<file path="config.mk">
export PLATFORM = sky130hd
export DESIGN_NAME = id_exe_stage
export DESIGN_NICKNAME = d
export VERILOG_FILES = /design/src/rtl/id_exe_stage.sv
export SDC_FILE = /design/constraint.sdc
export NUM_CORES = 1
export LEC_CHECK = 0
export BUFFER_PORTS_ARGS = -buffer_cell sky130_fd_sc_hd__buf_2
export CORE_AREA = 2 2 115 117
export CTS_CLUSTER_DIAMETER = 40
export CTS_CLUSTER_SIZE = 40
export DETAILED_ROUTE_END_ITERATION = 7
export DIE_AREA = 0 0 117 119
export PLACE_DENSITY = 0.68
export SKIP_CTS_REPAIR_TIMING = 1
export SLEW_MARGIN = 30
export SYNTH_ARGS = -nofsm -noshare
export SYNTH_HDL_FRONTEND = slang
export SYNTH_SLANG_ARGS = --single-unit
</file>
<file path="constraint.sdc">
create_clock -name Clk -period 13.23 [get_ports Clk]
set_input_delay 3.969 -clock Clk [delete_from_list [all_inputs] [get_ports Clk]]
set_output_delay 3.969 -clock Clk [all_outputs]
set_load 0.03 [all_outputs]
</file>
<file path="src/rtl/id_exe_stage.sv">
// ID/EXE pipeline register with registered forwarding selects, load-use stall and bubble insertion.
// Optional macro IDEXE_WB_BYPASS_EN substitutes WB_BusW into the latched operands on a same-cycle WB write.
module id_exe_stage #(
    parameter int DATA_W = 32,
    parameter int RA_W   = 5
) (
    input  logic              Clk,
    input  logic              Reset,
    input  logic [DATA_W-1:0] ID_BusA,
    input  logic [DATA_W-1:0] ID_BusB,
    input  logic [DATA_W-1:0] ID_Imm32,
    input  logic [RA_W-1:0]   ID_Rs,
    input  logic [RA_W-1:0]   ID_Rt,
    input  logic [RA_W-1:0]   ID_Rw,
    input  logic              ID_UseRs,
    input  logic              ID_UseRt,
    input  logic              ID_RegWr,
    input  logic              ID_MemtoReg,
    input  logic              ID_MemWr,
    input  logic              ID_ALUSrc,
    input  logic [3:0]        ID_ALUctr,
    input  logic [RA_W-1:0]   MEM_Rw,
    input  logic              MEM_RegWr,
    input  logic [RA_W-1:0]   WB_Rw,
    input  logic              WB_RegWr,
    input  logic [DATA_W-1:0] WB_BusW,
    input  logic              Flush,
    output logic              Stall,
    output logic [DATA_W-1:0] EXE_BusA,
    output logic [DATA_W-1:0] EXE_BusB,
    output logic [DATA_W-1:0] EXE_Imm32,
    output logic [RA_W-1:0]   EXE_Rs,
    output logic [RA_W-1:0]   EXE_Rt,
    output logic [RA_W-1:0]   EXE_Rw,
    output logic              EXE_RegWr,
    output logic              EXE_MemtoReg,
    output logic              EXE_MemWr,
    output logic              EXE_ALUSrc,
    output logic [3:0]        EXE_ALUctr,
    output logic [1:0]        EXE_FwdA,
    output logic [1:0]        EXE_FwdB,
    output logic              EXE_Valid
);

    localparam logic [1:0] FWD_MEM = 2'b00;
    localparam logic [1:0] FWD_WB  = 2'b01;
    localparam logic [1:0] FWD_RF  = 2'b10;

    logic [DATA_W-1:0] bus_a_q, bus_a_d, bus_b_q, bus_b_d, imm_q, imm_d;
    logic [RA_W-1:0]   rs_q, rs_d, rt_q, rt_d, rw_q, rw_d;
    logic              regwr_q, regwr_d, memtoreg_q, memtoreg_d, memwr_q, memwr_d;
    logic              alusrc_q, alusrc_d, valid_q, valid_d;
    logic [3:0]        aluctr_q, aluctr_d;
    logic [1:0]        fwd_a_q, fwd_a_d, fwd_b_q, fwd_b_d;
    logic [1:0]        sel_a, sel_b;
    logic [DATA_W-1:0] opnd_a, opnd_b;
    logic              hz;

    // The instruction now in EXE will sit in MEM when the ID instruction reaches EXE.
    function automatic logic [1:0] fwd_sel(
        input logic            use_x,
        input logic [RA_W-1:0] src,
        input logic            exe_wr,
        input logic [RA_W-1:0] exe_rw,
        input logic            mem_wr,
        input logic [RA_W-1:0] mem_rw
    );
        if (use_x && src != '0 && exe_wr && exe_rw == src)
            return FWD_MEM;
        else if (use_x && src != '0 && mem_wr && mem_rw == src)
            return FWD_WB;
        else
            return FWD_RF;
    endfunction

    always_comb begin
        sel_a = fwd_sel(ID_UseRs, ID_Rs, regwr_q & valid_q, rw_q, MEM_RegWr, MEM_Rw);
        sel_b = fwd_sel(ID_UseRt, ID_Rt, regwr_q & valid_q, rw_q, MEM_RegWr, MEM_Rw);
        hz = valid_q && memtoreg_q && rw_q != '0 &&
             ((ID_UseRs && rw_q == ID_Rs) || (ID_UseRt && rw_q == ID_Rt));
        Stall = hz & ~Flush;
    end

`ifdef IDEXE_WB_BYPASS_EN
    always_comb begin
        opnd_a = (WB_RegWr && WB_Rw != '0 && WB_Rw == ID_Rs) ? WB_BusW : ID_BusA;
        opnd_b = (WB_RegWr && WB_Rw != '0 && WB_Rw == ID_Rt) ? WB_BusW : ID_BusB;
    end
`else
    always_comb begin
        opnd_a = ID_BusA;
        opnd_b = ID_BusB;
    end
`endif

    always_comb begin
        bus_a_d    = opnd_a;
        bus_b_d    = opnd_b;
        imm_d      = ID_Imm32;
        rs_d       = ID_Rs;
        rt_d       = ID_Rt;
        rw_d       = ID_Rw;
        regwr_d    = ID_RegWr;
        memtoreg_d = ID_MemtoReg;
        memwr_d    = ID_MemWr;
        alusrc_d   = ID_ALUSrc;
        aluctr_d   = ID_ALUctr;
        fwd_a_d    = sel_a;
        fwd_b_d    = sel_b;
        valid_d    = 1'b1;
        // Flush or load-use: send a bubble; a stalled instruction is held upstream and retried.
        if (Flush || hz) begin
            bus_a_d    = '0;
            bus_b_d    = '0;
            imm_d      = '0;
            rs_d       = '0;
            rt_d       = '0;
            rw_d       = '0;
            regwr_d    = 1'b0;
            memtoreg_d = 1'b0;
            memwr_d    = 1'b0;
            alusrc_d   = 1'b0;
            aluctr_d   = '0;
            fwd_a_d    = FWD_RF;
            fwd_b_d    = FWD_RF;
            valid_d    = 1'b0;
        end
    end

    always_ff @(posedge Clk or posedge Reset) begin
        if (Reset) begin
            bus_a_q    <= '0;
            bus_b_q    <= '0;
            imm_q      <= '0;
            rs_q       <= '0;
            rt_q       <= '0;
            rw_q       <= '0;
            regwr_q    <= 1'b0;
            memtoreg_q <= 1'b0;
            memwr_q    <= 1'b0;
            alusrc_q   <= 1'b0;
            aluctr_q   <= '0;
            fwd_a_q    <= FWD_RF;
            fwd_b_q    <= FWD_RF;
            valid_q    <= 1'b0;
        end else begin
            bus_a_q    <= bus_a_d;
            bus_b_q    <= bus_b_d;
            imm_q      <= imm_d;
            rs_q       <= rs_d;
            rt_q       <= rt_d;
            rw_q       <= rw_d;
            regwr_q    <= regwr_d;
            memtoreg_q <= memtoreg_d;
            memwr_q    <= memwr_d;
            alusrc_q   <= alusrc_d;
            aluctr_q   <= aluctr_d;
            fwd_a_q    <= fwd_a_d;
            fwd_b_q    <= fwd_b_d;
            valid_q    <= valid_d;
        end
    end

    assign EXE_BusA     = bus_a_q;
    assign EXE_BusB     = bus_b_q;
    assign EXE_Imm32    = imm_q;
    assign EXE_Rs       = rs_q;
    assign EXE_Rt       = rt_q;
    assign EXE_Rw       = rw_q;
    assign EXE_RegWr    = regwr_q;
    assign EXE_MemtoReg = memtoreg_q;
    assign EXE_MemWr    = memwr_q;
    assign EXE_ALUSrc   = alusrc_q;
    assign EXE_ALUctr   = aluctr_q;
    assign EXE_FwdA     = fwd_a_q;
    assign EXE_FwdB     = fwd_b_q;
    assign EXE_Valid    = valid_q;

endmodule
</file>
==> results of run 1 <==
[state kept, by name, indices dropped and copies added (netlist names)]
| signal | flops |
|---|---|
| EXE_Valid | 1 |
| EXE_Rt | 5 |
| EXE_ALUSrc | 1 |
| EXE_Rs | 5 |
| EXE_BusB | 32 |
| EXE_Imm32 | 32 |
| EXE_BusA | 32 |
| EXE_Rw | 5 |
| EXE_MemtoReg | 1 |
| EXE_MemWr | 1 |
| EXE_FwdB | 2 |
| EXE_ALUctr | 4 |
| EXE_FwdA | 2 |
| EXE_RegWr | 1 |
[cells by family (layout without fill, tap and decap cells)]
| kind of cell | Yosys count | after routing | synth area share [%] |
|---|---|---|---|
| buf+inv | 15 | 290 | 2.52 |
| simple gates | 145 | 145 | 20.4 |
| compound gates | 4 | 4 | 0.958 |
| xor+xnor | 20 | 20 | 4.06 |
| other cells | 0 | 1 | 0 |
| flops | 124 | 124 | 72.0 |
[layout by cell type, fill, tap and decap left out, drive strengths merged, types with 4 or more instances in the layout]
master  synthesis  final
clkbuf          6     20
xor2           12     12
and2          120    120
nor4            4      4
nand2           8      8
buf             7    257
xnor2           8      8
clkinv          0      5
dfrtp         122    122
[per-layer routing]
layer | GRT usage [%] | part of all wire, %
met1 | 17.1 | 38
met2 | 24.4 | 48
met3 | 7.18 | 11
met4 | 8.16 | 2.3
met5 | 0 | 0
[through the flow]
| stage | setup slack [ns] | cell area (sq um) |
|---|---|---|
| floorplan | 4.09 | 4310 |
| global placement | 3.97 | 5720 |
| detailed placement | 3.93 | 5720 |
| CTS | 3.92 | 6290 |
| global route | 3.76 | 6340 |
| finish | 3.95 | 6350 |
[worst reg2reg max path: stages, from the launching register on]
cell and delay (ns):
sky130_fd_sc_hd__dfrtp_1 0.43, sky130_fd_sc_hd__or3_1 0.38, sky130_fd_sc_hd__o311a_1 0.34, sky130_fd_sc_hd__a21oi_4 0.42, sky130_fd_sc_hd__clkbuf_16 0.30, sky130_fd_sc_hd__buf_4 0.42
sky130_fd_sc_hd__and2_1 0.25
[path summary, 6_finish.rpt]
path	from	to	slack, ns	cells past startpoint
worst max-delay path	ID_Rt[2]	Stall	3.95	7
worst min-delay path	EXE_RegWr$_DFF_PP0_	EXE_FwdA[1]$_DFF_PP1_	0.74	3
worst max register to register	EXE_Rw[2]$_DFF_PP0_	EXE_Imm32[2]$_DFF_PP0_	10.62	6
worst min register to register	EXE_RegWr$_DFF_PP0_	EXE_FwdA[1]$_DFF_PP1_	0.74	3
max in group asynchronous	Reset	EXE_BusB[8]$_DFF_PP0_	8.48	4
min in group asynchronous	Reset	EXE_BusA[13]$_DFF_PP0_	3.66	2
[area by class of cell]
class / count / area share [%]
diodes: 1 / 0.0394
clock inverters: 11 / 1.89
inverters: 2 / 0.158
well taps: 176 / 3.47
repair buffers: 258 / 21.1
flip-flops and latches: 124 / 48.9
multi-input cells: 169 / 17.3
clock buffers: 19 / 7.14
[power by group]
part | internal (mW) | total [mW] | leakage [nW] | switching (mW)
Sequential | 0.399 | 0.405 | 1.59 | 0.00607
Clock | 0.284 | 0.446 | 0.277 | 0.162
Combinational | 0.0415 | 0.115 | 1.60 | 0.0736
Total | 0.724 | 0.965 | 3.47 | 0.241
==> results list, run 1 <==
* #FFs+latches synth: 124
- The floorplan step set the die height to 119 um.
- Average instance area after synthesis: 14.0 sq um
- Before antenna repair, the detailed router went through 4 iterations.
- Most used flip-flop cell after synthesis: sky130_fd_sc_hd__dfrtp_1
- Critical path fanouts, max: 4
- FP Rows: 42
* Die outline area: about 14,000 sq um
- For this run, the slowest stage of the critical path takes 0.40 ns.
* Number of pins with negative max-slew slack in the final report: 0
- Slowest stage cell on the critical path: sky130_fd_sc_hd__nor4_1
- TritonCTS built the clock tree.
- Synthesis handed over a netlist of 308 instances.
- DR DRC count: 0
- Actual transition at the worst max-transition pin: between 0.6 and 0.7 ns
- Most common cell in the netlist: sky130_fd_sc_hd__dfrtp_1
- Count of antenna-violating nets left after detailed routing: 0
* Floorplan core area: 12,900 sq um
- In the routed layout, each cell is associated on average with a via count of between 4 and 5.
- Cells fill 49.3% of the core in the end.
- The worst setup path is launched from a primary input.
- On the final layout, the worst clock skew is 0.00827 ns.
* Hold crit path type: reg -> reg
- Htree depth: 4
- Max Root-Sink Buffers: 2
- Buffers inserted during clock tree synthesis total 17.
* Most used cell, CP: sky130_fd_sc_hd__buf_2
- Summing over every cut layer, the via total after detailed routing is 3,178.
- Yosys printed 0 warnings.
- In this run, placement finished with an instance count of approximately 730.
* PwrDens: about 150 nW/um^2
- Layout area overhead: 47.2%
- The congestion estimate from routability-driven global placement came to 0.780.
- Total leakage power: 3.47 nW
* Fillers: 1,178
* Post-DP HPWL: roughly 7500 um
* Category of the most critical setup path: in -> out
* Remaining Overflow, GRT: 0
- Buffers added on ports: 254
* Largest voltage drop on the vdd net: 0.0703 mV
- Area taken by flip-flops and latches: roughly 3100 sq um
- Crit-path cells: buf_2 -> xor2_1 -> nor4_1 -> a32o_1 -> nand2_1 -> nor2_1 -> buf_2
* Final setup violation count: 0
- Root buffer selected by CTS: sky130_fd_sc_hd__clkbuf_16
- Clock latency on the worst-skew pair, taken at its later pin, is slightly above 0.4 ns.
* Yosys top cell area share: between 70 and 80%
- In the final routed layout, each cell accounts on average for 13.4 um.
- By count the netlist is led by sky130_fd_sc_hd__dfrtp_1 (122), sky130_fd_sc_hd__and2_1 (120), sky130_fd_sc_hd__xor2_1 (12).
- Area of the mapped netlist: 4310 sq um
- Summing internal, switching and leakage power gives 0.965 mW.
- Req. time, crit path: 9.26 ns
- Non-Filler Instances: 760
- Initial DRC count: 108
* Crit-path leading delay family: simple AND/OR/NAND/NOR gates
- For this design, the sink count on the clock tree is 124.
* Number of synthesized flops with an enable pin: 0
- The biggest area contributor in the post-synthesis netlist is sky130_fd_sc_hd__dfrtp_1.
- Floorplan die width: about 120 um
- Arrival time worst endpoint: 5.31 ns
- Sort of element at the end of the critical path: output port
- Clock Pin Slew Worst Setup and Hold Paths: ~0.050 ns
- The first global-routing pass estimated 16,200 um of wire.
* Number of buffer and inverter instances along the worst setup path: 2
- Outcome: finished clean
- Async SR Flop Fraction: 100%
* Relative slew slack: 54.8%
- The number of nets in the synthesized netlist is about 480.
* Synth top area cells: sky130_fd_sc_hd__dfrtp_1 (71%), sky130_fd_sc_hd__and2_1 (17%), sky130_fd_sc_hd__xor2_1 (2.4%), sky130_fd_sc_hd__buf_6 (1.8%), sky130_fd_sc_hd__xnor2_1 (1.6%)
- Setup repair after global routing missed its margin: false
* Area of the multi-input gates: 1100 sq um
* Number of global-route vias before repair: 3,384
* Effective utilization at floorplan: 33.5%
- Highest clock rate: 0.108 GHz
- The netlist uses 21 different library cells.
* Tightest hold margin: about 0.74 ns
- The count of endpoints failing hold in the final timing report was 0.
- The routed design has 10,200 um of wire.
* Fraction of final layout cells sized beyond drive strength 1: 50.1%
- Io pins: 293
* Sum of negative setup slack: 0 ns
- For the finished layout, the period the worst path requires is 9.28 ns.
* # nets final: 740
- Of the synthesized area, sequential elements account for between 70 and 80%.
- Across the run, the number of max-cap violations was 0.
* Share of the cycle needed by the critical path after routing: 70.2%
- Entering global routing, the biggest net connects 69 pins.
* GRT Resource Usage Total: 15.4%
- Antenna violations before repair: 1
(Power assumes the default switching activity.)
==> run 2, diff against run 1 <==
Settings changed: CORE_AREA 2 2 115 117 to 2 2 112 114, DIE_AREA 0 0 117 119 to 0 0 114 116, PLACE_DENSITY 0.68 to 0.71.
Clock period 13.23 ns to 9.2 ns, I/O delays scaled along.
==> run 2 against run 1 <==
Against the previous run: non-clock buffer count decreased by 2; via count fell by 1.1%; first-iteration DRC count unchanged; die area down 5.0%; register-to-register slack got worse by 3.8 ns; final cell count down 4.1%; flip-flop and latch count unchanged; count of clock-buffer cells in the layout is 6 higher; worst hold slack gained 0.049 ns; worst setup slack lost 1.6 ns; core utilization is 3.8 points higher; critical endpoint unchanged; largest power group unchanged.
==> results list, run 2 (synthesis results as in run 1) <==
- For this run, the number of standard cells in the final layout without fillers is 729.
- For this run, the post-layout net count is 738.
- Critical path fanouts, max: 4
- FP Rows: 40
* Number of pins with negative max-slew slack in the final report: 0
* Total leakage power: 3.49 nW
- Req. time, crit path: 6.44 ns
- The initial antenna violation count came to 0.
- Fraction of final layout cells sized beyond drive strength 1: about half
- Clock Pin Slew Worst Setup and Hold Paths: 0.05 ns
- The path class of the tightest hold or removal check is reg -> reg.
- Across the run, the number of max-cap violations was 0.
- Post-DP HPWL: between 7000 and 8000 um
- Setup repair after global routing missed its margin: false
- Most used routing layer: met2
* Outcome: finished clean
* Time the worst path needs with I/O delays and setup: 6.84 ns
- After detailed routing, the number of remaining DRC violations is 0.
- Before antenna repair, the detailed router went through 4 iterations.
- Number of hold violations in the final report: 0
* Setup crit start kind: primary input
* Io pins: 293
- TritonCTS built the clock tree.
* Relative slew slack: 39.2%
- Floorplan core area: 11,900 sq um
- Layout area overhead: 46.8%
- Htree depth: 4
* Count of antenna-violating nets left after detailed routing: 0
- For this run, global-route usage on met1 was measured as ~17%.
- PwrDens: 231 nW/um^2
* Buffers added on ports: 254
- Sort of element at the end of the critical path: output port
* Number of sinks handled by clock tree synthesis: 124
- Counting the buffers created by CTS gives 17.
- Ant. Diodes: 0
* Remaining Overflow, GRT: 0
* Final wirelength: 10,400 um
- Entering global routing, the biggest net connects 125 pins.
- Initial DRC count: 108
- Actual transition at the worst max-transition pin: 0.913 ns
* GR Util met3: 7.06%
- The first global-routing pass estimated roughly 16,000 um of wire.
* Fillers: 1,069
- The detailed router placed 3,144 vias in this run.
- Share of the cycle needed by the critical path after routing: 74.4%
* GRT Resource Usage Total: 15.7%
- The finished cells cover between 6000 and 7000 sq um.
- Placed cell areas: 5680 sq um
* Sum of negative setup slack: 0 ns
- Via density per instance: ~4.3
* Largest voltage drop on the vdd net: 0.0896 mV
* Final setup violation count: 0
* Final Skew: 0.00488 ns
* Arrival time worst endpoint: ~4.1 ns
* Post-DR wirelength/cell: 14.2 um
- Die outline area: 13,200 sq um
- Global routing used 25.9% of the available met2 tracks.
* Commonest non-fill, non-tap cells in the layout: sky130_fd_sc_hd__buf_2 (254), sky130_fd_sc_hd__dfrtp_1 (122), sky130_fd_sc_hd__and2_1 (120), sky130_fd_sc_hd__clkbuf_16 (17), sky130_fd_sc_hd__xor2_1 (12)
* Category of the most critical setup path: in -> out
* Placed Instances: between 600 and 700
- The clock reaches the later pin of the worst-skew pair after 0.41 ns.
- The die is 116 um tall.
- The tree is rooted in a sky130_fd_sc_hd__clkbuf_16.
- Number of global-route vias before repair: about 3,200
- Max Root-Sink Buffers: 2
- Most common library cell in the layout ignoring fill and taps: sky130_fd_sc_hd__buf_2
* Effective utilization at floorplan: between 30 and 40%
- Highest clock rate: about 0.15 GHz
- Floorplan die width: 114 um
* Final weighted congestion in routability-driven placement: 0.852
run 2: final cells by class:
class                      count  area [sq um]  area share (%)
multi-input combinational    169          1100            17.3
clock inverter                 6           130            2.06
sequential                   124          3110            49.1
tap                          147           184            2.91
clock buffer                  25           515            8.15
inverter                       2          10.0           0.158
timing repair buffer         256          1290            20.3
run 2: critical path: stages:
cell                      delay [ns]
sky130_fd_sc_hd__buf_2          0.13
sky130_fd_sc_hd__xor2_1         0.16
sky130_fd_sc_hd__nor4_1         0.36
sky130_fd_sc_hd__a32o_1         0.31
sky130_fd_sc_hd__nand2_1        0.08
sky130_fd_sc_hd__nor2_1         0.09
sky130_fd_sc_hd__buf_2          0.20
run 2: routing by layer:
layer | routed length, um | share of wire (%)
met2 | 5180 | 50
met4 | 222 | 2.1
met1 | 4020 | 39
met3 | 944 | 9.1
met5 | 0 | 0
run 2: worst paths after layout:
check / startpoint / to / slack (ns) / cells after the start
setup reg to reg: EXE_Rw[2]$_DFF_PP0_ / EXE_BusA[28]$_DFF_PP0_ / 6.83 / 5
hold reg to reg: EXE_RegWr$_DFF_PP0_ / EXE_FwdA[1]$_DFF_PP1_ / 0.79 / 3
max in group asynchronous: Reset / EXE_Imm32[23]$_DFF_PP0_ / 5.43 / 3
min in group asynchronous: Reset / EXE_BusA[22]$_DFF_PP0_ / 2.47 / 2
hold / removal: EXE_RegWr$_DFF_PP0_ / EXE_FwdA[1]$_DFF_PP1_ / 0.79 / 3
setup / recovery: ID_Rt[1] / Stall / 2.36 / 7
run 2: per-stage QoR:
stage / total power, mW / setup slack (ns) / util, % / hold slack, ns
after CTS: 1.48 / 2.35 / 53.1 / 0.790
after detailed placement: 0.757 / 2.37 / 47.7 / 0.773
after global placement: 0.753 / 2.37 / 47.7 / 0.750
final: 1.46 / 2.36 / 53.1 / 0.789
after global routing: 1.52 / 2.21 / 53.1 / 0.838
after floorplan: 0.691 / 2.48 / - / 0.802
run 2: where the power goes:
group | internal (mW) | switching, mW | total [mW] | leakage, nW
Sequential | 0.573 | 0.00861 | 0.582 | 1.59
Combinational | 0.0574 | 0.106 | 0.164 | 1.58
Clock | 0.494 | 0.221 | 0.716 | 0.319
==> run 3, diff against run 2 <==
Clock period 9.2 ns to 6.3 ns, I/O delays scaled along.
==> run 3 against run 2 <==
Against the previous run: sequential power is 46% higher; clock skew up 0.0089 ns; worst hold slack lost 0.049 ns; non-clock buffer count grew 1.
==> results list, run 3 (synthesis results as in run 1) <==
* Fraction of final layout cells sized beyond drive strength 1: 49.6%
- Final Skew: 0.0138 ns
- Outcome: finished clean
- Count of antenna-violating nets left after detailed routing: 0
- OpenSTA, run right after detailed placement, puts the worst setup slack at 1.15 ns.
* FP Rows: 40
* Number of cells on the critical path: 7
- Pin count of the biggest net entering global routing: 79
* Max Root-Sink Buffers: 2
- For this run, the post-layout net count is around 740.
- The H-tree generated during clock tree synthesis spans 4 levels.
- In this run the critical register-to-register path is launched from EXE_Rw[2]$_DFF_PP0_.
* Slowest stage cell on the critical path: sky130_fd_sc_hd__nor4_1
- Io pins: 293
- Floorplan die width: approximately 110 um
* Initial DRC count: 159
* Global-route track usage on met2: between 20% and 30%
* Die outline area: 13,200 sq um
- Across all layers, the routed design uses 3,129 vias.
* R2R setup slack: 3.83 ns
- Category of the most critical setup path: in -> out
- Among the stages of the critical path, the cell type that occurs most often is sky130_fd_sc_hd__buf_2.
* Post-Layout Inst Area: 6290 sq um
* Number of global-route vias before repair: 3,297
- The signal on the critical path passes through buf_2 -> xor2_1 -> nor4_1 -> a32o_1 -> nand2_1 -> nor2_1 -> buf_2.
- The floorplan step defined a core boundary enclosing 11,900 sq um.
- After layout, the worst setup slack is 1.13 ns.
* Actual transition at the worst max-transition pin: between 0.6 and 0.7 ns
* GRT Resource Usage Total: 15.7%
* Req. time, crit path: 4.41 ns
- Hold crit path type: reg -> reg
* Worst r2r path cells: 6
- The kind of cell with the highest combined delay along the critical path is simple AND/OR/NAND/NOR gates.
- Most used routing layer: met2
* Setup repair after global routing missed its margin: false
- Measured along the y axis, the die boundary spans 116 um.
- Commonest non-fill, non-tap cells in the layout: sky130_fd_sc_hd__buf_2 (254), sky130_fd_sc_hd__dfrtp_1 (122), sky130_fd_sc_hd__and2_1 (120), sky130_fd_sc_hd__clkbuf_16 (17), sky130_fd_sc_hd__xor2_1 (12)
- The wire-length estimate of the detail-placed layout is 7810 um.
* Antenna violations before repair: 0
* PwrDens: 323 nW/um^2
- The repair_antennas step left the layout with diodes totalling 0.
- Clock latency of the later-clocked register in the worst-skew pair: 0.41 ns
- The worst setup path is launched from a primary input.
- Worst r2r dst: EXE_Rt[4]$_DFF_PP0_
- Number of pins with negative max-slew slack in the final report: 0
- Counting instances, the worst hold path has a depth of 3.
- Dividing the detail-routed wire length by the instance count gives 14.1 um.
- Counting the buffers created by CTS gives 17.
* Number of hold violations in the final report: 0
* Total leakage power: 3.47 nW
- Start point of the critical path: ID_Rt[2]
* First-pass detailed-route iteration total: 5
* GR Util met3: 5.44%
- Clock Pin Slew Worst Setup and Hold Paths: roughly 0.050 ns
- For the final routed database, the setup TNS stands at 0 ns.
- Counting both buffers and inverters, the worst setup path holds a total of 2.
* Maxcap violations: 0
- Measured against its own limit, the worst slew margin works out to 55.4%.
- Once the floorplan was initialized, standard cells occupied between 30 and 40% of the core.
- For this run, global-route usage on met1 was measured as 18.4%.
* Time the worst path needs with I/O delays and setup: 5.17 ns
- Dividing the detail-routed via count by the number of cells gives 4.29.
* Highest clock rate: roughly 0.19 GHz
- Share of the cycle needed by the critical path after routing: 82.0%
- Largest voltage drop on the vdd net: 0.149 mV
- Most common library cell in the layout ignoring fill and taps: sky130_fd_sc_hd__buf_2
- Buffers added on ports: 254
- At the end of routability-driven placement, the weighted congestion stood at between 0.8 and 0.9.
- Counting the fill cells in the layout gives 1,045.
- The clock net in this run drives a total of 124 sinks.
- After detailed routing, the number of remaining DRC violations is 0.
* Layout area overhead: 45.9%
- TritonCTS built the clock tree.
* Worst setup path endpoint: Stall
- Wire length of the first global-routing pass: 16,000 um
- Root buffer selected by CTS: sky130_fd_sc_hd__clkbuf_16
* Critical path fanouts, max: 4
- Placed cell areas: roughly 5700 sq um
- Sort of element at the end of the critical path: output port
* Final setup violation count: 0
- Summed over all layers, the global routing overflow is 0.
* Final wirelength: 10,300 um
* Arrival time worst endpoint: 3.28 ns
- On the worst path, the slowest cell contributes a delay of 0.42 ns.
-- run 3: cell count changes in the layout (fill, tap and decap cells not counted) --
| cell | change |
|---|---|
| sky130_fd_sc_hd__clkbuf_1 | +1 |
| sky130_fd_sc_hd__inv_4 | -1 |
| sky130_fd_sc_hd__buf_4 | -1 |
| sky130_fd_sc_hd__clkinvlp_4 | +1 |
| sky130_fd_sc_hd__inv_6 | +1 |
| sky130_fd_sc_hd__buf_8 | +1 |
| sky130_fd_sc_hd__bufinv_16 | -2 |
| sky130_fd_sc_hd__buf_12 | +1 |
| sky130_fd_sc_hd__clkbuf_8 | -2 |
| sky130_fd_sc_hd__clkinv_2 | +2 |
-- run 3: metrics by stage --
step           utilization [%]  total power [mW]  hold slack, ns  instances
6_report                  52.8              2.03           0.740        730
5_1_grt                   52.8              2.11           0.823        730
4_1_cts                   52.8              2.06           0.733        730
3_5_place_dp              47.9              1.11           0.717        699
3_3_place_gp              47.8              1.10           0.739        698
2_1_floorplan                -              1.01           0.802        308
-- run 3: layer usage --
layer | vias up | wire, um
li1 | 1479 | -
met1 | 1476 | 4210
met2 | 158 | 5140
met3 | 16 | 781
met4 | 0 | 182
met5 | - | 0
-- run 3: cell type report --
class	count	area, sq um	area share [%]
Sequential cell	124	3110	49.4
Timing Repair Buffer	257	1310	20.9
Multi-Input combinational cell	169	1100	17.4
Clock buffer	24	492	7.81
Tap cell	147	184	2.92
Clock inverter	7	87.6	1.39
Inverter	2	12.5	0.199
-- run 3: worst min-delay path by stage --
| stage | from | endpoint | slack, ns |
|---|---|---|---|
| after floorplan | EXE_Valid$_DFF_PP0_ | EXE_FwdA[1]$_DFF_PP1_ | 0.80 |
| after global placement | EXE_Valid$_DFF_PP0_ | EXE_FwdA[1]$_DFF_PP1_ | 0.74 |
| after detailed placement | EXE_Valid$_DFF_PP0_ | EXE_FwdA[1]$_DFF_PP1_ | 0.72 |
| after CTS | EXE_Valid$_DFF_PP0_ | EXE_FwdA[1]$_DFF_PP1_ | 0.73 |
| after global routing | EXE_Valid$_DFF_PP0_ | EXE_FwdA[1]$_DFF_PP1_ | 0.82 |
| final | EXE_Valid$_DFF_PP0_ | EXE_FwdA[1]$_DFF_PP1_ | 0.74 |
-- run 3: worst register-to-register path, cell delays in order, from the launching register on --
cell and delay [ns]:
sky130_fd_sc_hd__dfrtp_1 0.43, sky130_fd_sc_hd__or3_1 0.39, sky130_fd_sc_hd__o311a_1 0.34, sky130_fd_sc_hd__a21oi_4 0.52
sky130_fd_sc_hd__buf_8 0.27, sky130_fd_sc_hd__buf_12 0.25, sky130_fd_sc_hd__and2_1 0.20
-- run 3: where the power goes --
part	switching (mW)	internal [mW]	total, mW
clock network	0.320	0.619	0.939
registers	0.0127	0.837	0.850
logic	0.156	0.0858	0.241
